<file path="config.mk">
export PLATFORM = sky130hd
export DESIGN_NAME = alu_pipe
export DESIGN_NICKNAME = d
export VERILOG_FILES = /design/src/rtl/alu_pkg.sv /design/src/rtl/alu_core.sv /design/src/rtl/alu_pipe.sv
export SDC_FILE = /design/constraint.sdc
export NUM_CORES = 1
export LEC_CHECK = 0
export CORE_AREA = 4 4 128 81
export CTS_BUF_LIST = sky130_fd_sc_hd__clkbuf_4
export DETAILED_ROUTE_END_ITERATION = 12
export DIE_AREA = 0 0 132 85
export PLACE_DENSITY = 0.55
export SETUP_SLACK_MARGIN = 0.1
export SLEW_MARGIN = 10
export SYNTH_ARGS = -nofsm -noshare
export SYNTH_HDL_FRONTEND = slang
export SYNTH_SLANG_ARGS = --single-unit
</file>
<file path="constraint.sdc">
create_clock -name clk -period 3.4 [get_ports clk]
set_input_delay 0.68 -clock clk [delete_from_list [all_inputs] [get_ports clk]]
set_output_delay 0.68 -clock clk [all_outputs]
set_load 0.03 [all_outputs]
</file>
<file path="src/rtl/alu_pkg.sv">
// Shared opcode definitions for the pipelined logic/arithmetic ALU.
// The opcode localparams keep the legacy encodings for the four original logic ops.
package alu_pkg;

  localparam logic [2:0] OP_AND  = 3'b000;
  localparam logic [2:0] OP_OR   = 3'b001;
  localparam logic [2:0] OP_NAND = 3'b010;
  localparam logic [2:0] OP_NOR  = 3'b011;
  localparam logic [2:0] OP_XOR  = 3'b100;
  localparam logic [2:0] OP_XNOR = 3'b101;
  localparam logic [2:0] OP_ADD  = 3'b110;
  localparam logic [2:0] OP_SUB  = 3'b111;

  typedef enum logic [2:0] {
    ALU_AND  = OP_AND,
    ALU_OR   = OP_OR,
    ALU_NAND = OP_NAND,
    ALU_NOR  = OP_NOR,
    ALU_XOR  = OP_XOR,
    ALU_XNOR = OP_XNOR,
    ALU_ADD  = OP_ADD,
    ALU_SUB  = OP_SUB
  } op_t;

endpackage

</file>
<file path="src/rtl/alu_core.sv">
// Combinational datapath: one WIDTH-bit operation plus zero, carry and sign flags.
// Carry is the no-borrow bit for SUB and is forced low for every logic op.
module alu_core
  import alu_pkg::*;
#(
  parameter int WIDTH = 8
) (
  input  op_t              op,
  input  logic [WIDTH-1:0] a,
  input  logic [WIDTH-1:0] b,
  output logic [WIDTH-1:0] result,
  output logic             c,
  output logic             z,
  output logic             n
);

  logic [WIDTH:0] sum_s;

  // Operation select; SUB is formed as A + ~B + 1 so the top bit reads as no-borrow
  always_comb begin
    sum_s  = '0;
    result = '0;
    c      = 1'b0;
    case (op)
      ALU_AND:  result = a & b;
      ALU_OR:   result = a | b;
      ALU_NAND: result = ~(a & b);
      ALU_NOR:  result = ~(a | b);
      ALU_XOR:  result = a ^ b;
      ALU_XNOR: result = ~(a ^ b);
      ALU_ADD: begin
        sum_s  = {1'b0, a} + {1'b0, b};
        result = sum_s[WIDTH-1:0];
        c      = sum_s[WIDTH];
      end
      ALU_SUB: begin
        sum_s  = {1'b0, a} + {1'b0, ~b} + {{WIDTH{1'b0}}, 1'b1};
        result = sum_s[WIDTH-1:0];
        c      = sum_s[WIDTH];
      end
      default: result = '0;
    endcase
  end

  assign z = (result == '0);
  assign n = result[WIDTH-1];

endmodule

</file>
<file path="src/rtl/alu_pipe.sv">
// Two-stage valid/ready ALU pipeline with an accumulator that can replace operand A.
// The accumulator is substituted at the S1->S2 transfer so dependent ops chain without stalls.
module alu_pipe
  import alu_pkg::*;
#(
  parameter int WIDTH = 8
) (
  input  logic             clk,
  input  logic             rst_n,
  input  logic             in_valid,
  output logic             in_ready,
  input  logic [2:0]       op,
  input  logic             acc_sel,
  input  logic [WIDTH-1:0] a,
  input  logic [WIDTH-1:0] b,
  output logic             out_valid,
  input  logic             out_ready,
  output logic [WIDTH-1:0] result,
  output logic             flag_z,
  output logic             flag_c,
  output logic             flag_n
);

  logic             v1_r;
  op_t              op1_r;
  logic             acc_sel1_r;
  logic [WIDTH-1:0] a1_r;
  logic [WIDTH-1:0] b1_r;
  logic [WIDTH-1:0] acc_r;

  logic             advance_s;
  logic             accept_s;
  logic             xfer_s;
  logic [WIDTH-1:0] opa_s;
  logic [WIDTH-1:0] core_result_s;
  logic             core_c_s;
  logic             core_z_s;
  logic             core_n_s;

  assign advance_s = ~out_valid | out_ready;
  assign in_ready  = ~v1_r | advance_s;
  assign accept_s  = in_valid & in_ready;
  assign xfer_s    = advance_s & v1_r;

  // Operand A source for the op leaving S1
  always_comb begin
    opa_s = '0;
    if (acc_sel1_r) begin
      opa_s = acc_r;
    end else begin
      opa_s = a1_r;
    end
  end

  alu_core #(.WIDTH(WIDTH)) u_core (
    .op     (op1_r),
    .a      (opa_s),
    .b      (b1_r),
    .result (core_result_s),
    .c      (core_c_s),
    .z      (core_z_s),
    .n      (core_n_s)
  );

  // Pipeline registers, accumulator and handshake state
  always_ff @(posedge clk) begin
    if (!rst_n) begin
      v1_r       <= 1'b0;
      op1_r      <= ALU_AND;
      acc_sel1_r <= 1'b0;
      a1_r       <= '0;
      b1_r       <= '0;
      acc_r      <= '0;
      out_valid  <= 1'b0;
      result     <= '0;
      flag_z     <= 1'b0;
      flag_c     <= 1'b0;
      flag_n     <= 1'b0;
    end else begin
      if (accept_s) begin
        v1_r       <= 1'b1;
        op1_r      <= op_t'(op);
        acc_sel1_r <= acc_sel;
        a1_r       <= a;
        b1_r       <= b;
      end else if (xfer_s) begin
        v1_r <= 1'b0;
      end
      // A consumed result is overwritten in the same cycle when S1 has a follow-up
      if (xfer_s) begin
        out_valid <= 1'b1;
        result    <= core_result_s;
        flag_z    <= core_z_s;
        flag_c    <= core_c_s;
        flag_n    <= core_n_s;
        acc_r     <= core_result_s;
      end else if (out_valid && out_ready) begin
        out_valid <= 1'b0;
      end
    end
  end

endmodule

</file>
==> results.tsv <==
metric	value	unit
wl	7.29	mm
synth_edf_count	0	
post_cts_resized	0	
root_buffer	clkbuf_4	
yosysTopAreaCell	dfxtp_1	
clk_path_buf_depth	2	
yosysSeqAreaShare	0.238	
holdBufCountCts	0	
hold_start	a1_r[3]$_SDFFE_PN0P_	
antenna_found_initial	0	
worst_pin_slew	0.923	ns
die_area	11200	um^2
ios	37	
synth_common_cells	60 x nand2_1, 41 x a21oi_1, 32 x dfxtp_1, 26 x inv_1, 24 x ha_1	
dr_wl_met3	500	um
grt_overflow_total	0	
final_nets	422	
htreeDepth	2	
post_cts_buffers	0	
grt_max_degree	30	
r2r_slack	0.35	ns
die_w	132	um
leakage	1.23	nW
netlist_instances	349	
drt_iter0_markers	164	
max_cap_violations	0	
r2r-end	flag_z$_SDFFE_PN0P_	
place_ws	0.376	ns
vias	2455	
path_clk_slew	0.12	ns
cts_buffers	5	
hp-class	reg -> reg	
rsz0062_at_grt	no	
p_per_area	336	nW/um^2
synth_top_area_share	0.238	
clkLatencyLatePin	0.34	ns
routabilityCongestion	0.938	
syn_area	2690	um^2
die_y	85	um
drive_above_1_share	0.0590	
critPathLaunchType	flop	
syn2layout_area_growth	15.7	%
hold_violations	0	
fmax	328	MHz
finalSetupViolCount	0	
criticalPathCategory	reg -> reg	
synth_cell_types	58	
worstHoldEndpoint	a1_r[3]$_SDFFE_PN0P_	
ir_worst_vdd	0.000172	V
numPortBuffers	36	
wl_met2	2.64	mm
grt_usage	0.131	
synth_warnings	0	
period_needed	3.05	ns
wl_met1	4.14	mm
dp_hpwl	5.70	mm
outcome	finished clean	
endpoint_kind	flop	
viasPerCell	5.01	
grt_pass1_wl	12.0	mm
drtPass1Iterations	5	
start_util	0.296	
core_region_area	9090	um^2
drc	0	
grt_pass1_vias	2202	
synth_seq_cells	32	
crit_path_max_fanout	9	
r2r_cells	10	
maxSlewViolCount	0	
netlist_top_cells_area	dfxtp_1 24%, ha_1 11%, nand2_1 8.4%, a21oi_1 7.6%, mux2i_1 5.6%	
wl_per_cell	14.9	um
yosysMostFrequentCell	nand2_1	
crit_required	3.61	ns
topRoutingLayerUsed	met4	
relSlewSlack	0.384	
fin_skew	0.0147	ns
tns	0	ns
ant_nets	0	
hold-path-cell-count	2	
r2r_start	acc_sel1_r$_SDFFE_PN0P_	
cts_tree	yes	
ys.flop_type	dfxtp_1	
syn_area_per_cell	7.72	um^2
rows	27	
synth_fp_nets	399	
fin_crit_sh	0.898	
cts_sinks	32	
async_flop_share	0	
cp.arrival	3.26	ns
setup_ws	0.348	ns
-- flip-flops by register name, indices dropped and copies added (netlist names) --
signal      cells
flag_z          1
v1_r            1
flag_c          1
a1_r            8
b1_r            8
flag_n          1
acc_sel1_r      1
acc_r           7
out_valid       1
op1_r           3
-- worst max path at each step --
stage | cells past startpoint | to | start
detailed placement | 11 | flag_z$_SDFFE_PN0P_ | acc_sel1_r$_SDFFE_PN0P_
global placement | 11 | acc_r[6]$_SDFFE_PN0P_ | acc_sel1_r$_SDFFE_PN0P_
CTS | 11 | flag_z$_SDFFE_PN0P_ | acc_sel1_r$_SDFFE_PN0P_
floorplan | 12 | acc_r[6]$_SDFFE_PN0P_ | acc_sel1_r$_SDFFE_PN0P_
finish | 10 | flag_z$_SDFFE_PN0P_ | acc_sel1_r$_SDFFE_PN0P_
global route | 11 | flag_z$_SDFFE_PN0P_ | acc_sel1_r$_SDFFE_PN0P_
-- layout by cell type (no fill, tap or decap), types with 3 or more instances in the layout --
master and instances:
o21a_1 4, and2_1 3, nand2b_1 7, inv_1 26, xor2_1 3, a211oi_1 6, clkdlybuf4s50_1 36, dfxtp_1 32
o22ai_1 4, nor2_1 23, nor3b_1 3, clkbuf_4 5, ha_1 24, xnor2_1 7, o21ai_0 11, nand2_1 60
buf_4 3, nand3_1 4, nor3_1 5, nand4b_1 3, nor2b_1 6, a21oi_1 41, mux2i_1 15
-- final cells by class --
| type | count | area [um^2] |
|---|---|---|
| fill | 944 | 5970 |
| multi-input combinational | 268 | 1770 |
| sequential | 32 | 641 |
| timing repair buffer | 39 | 383 |
| tap | 116 | 145 |
| inverter | 26 | 97.6 |
| clock inverter | 3 | 42.5 |
| clock buffer | 5 | 37.5 |
| antenna | 1 | 2.50 |
-- cell families (layout without fill, tap and decap cells) --
| logic type | after synthesis | after routing | synth area share |
|---|---|---|---|
| compound gates | 91 | 91 | 0.217 |
| xor+xnor | 10 | 10 | 0.0325 |
| fa+ha+maj | 26 | 26 | 0.126 |
| buf+inv | 49 | 73 | 0.105 |
| flops | 32 | 32 | 0.238 |
| mux | 15 | 15 | 0.0557 |
| other cells | 0 | 1 | 0 |
| simple gates | 126 | 126 | 0.225 |
-- through the flow --
| stage | total power, W | util | std cells | cell area, um^2 | hold slack (ns) |
|---|---|---|---|---|---|
| after floorplan | 0.000666 | - | 349 | 2690 | 0.433 |
| after detailed placement | 0.000753 | 0.334 | 481 | 3040 | 0.449 |
| after global placement | 0.000753 | 0.334 | 481 | 3040 | 0.452 |
| after global routing | 0.00111 | 0.343 | 489 | 3120 | 0.494 |
| after CTS | 0.00105 | 0.343 | 489 | 3120 | 0.466 |
| final | 0.00105 | 0.343 | 490 | 3120 | 0.462 |
-- worst max-delay path: stages (launching register included) --
cell      delay (ns)
dfxtp_1         0.68
mux2i_1         0.43
inv_1           0.16
ha_1            0.26
a21oi_1         0.17
a21o_2          0.17
nand2_1         0.05
or4b_1          0.50
a21oi_1         0.28
nand4b_1        0.17
o31ai_1         0.07
-- power by group --
part           leakage, nW  total (W)  switching, W  internal (W)
registers            0.263   0.000427     0.0000306      0.000396
clock network       0.0412   0.000297      0.000144      0.000153
logic                0.925   0.000323      0.000180      0.000143
-- metal layers --
layer  global-route usage  vias to the layer above
li1                     -                     1241
met1                0.217                     1131
met5                    0                        -
met2                0.163                       81
met3               0.0379                        2
met4               0.0143                        0
Power figures use the tool's default switching activity.
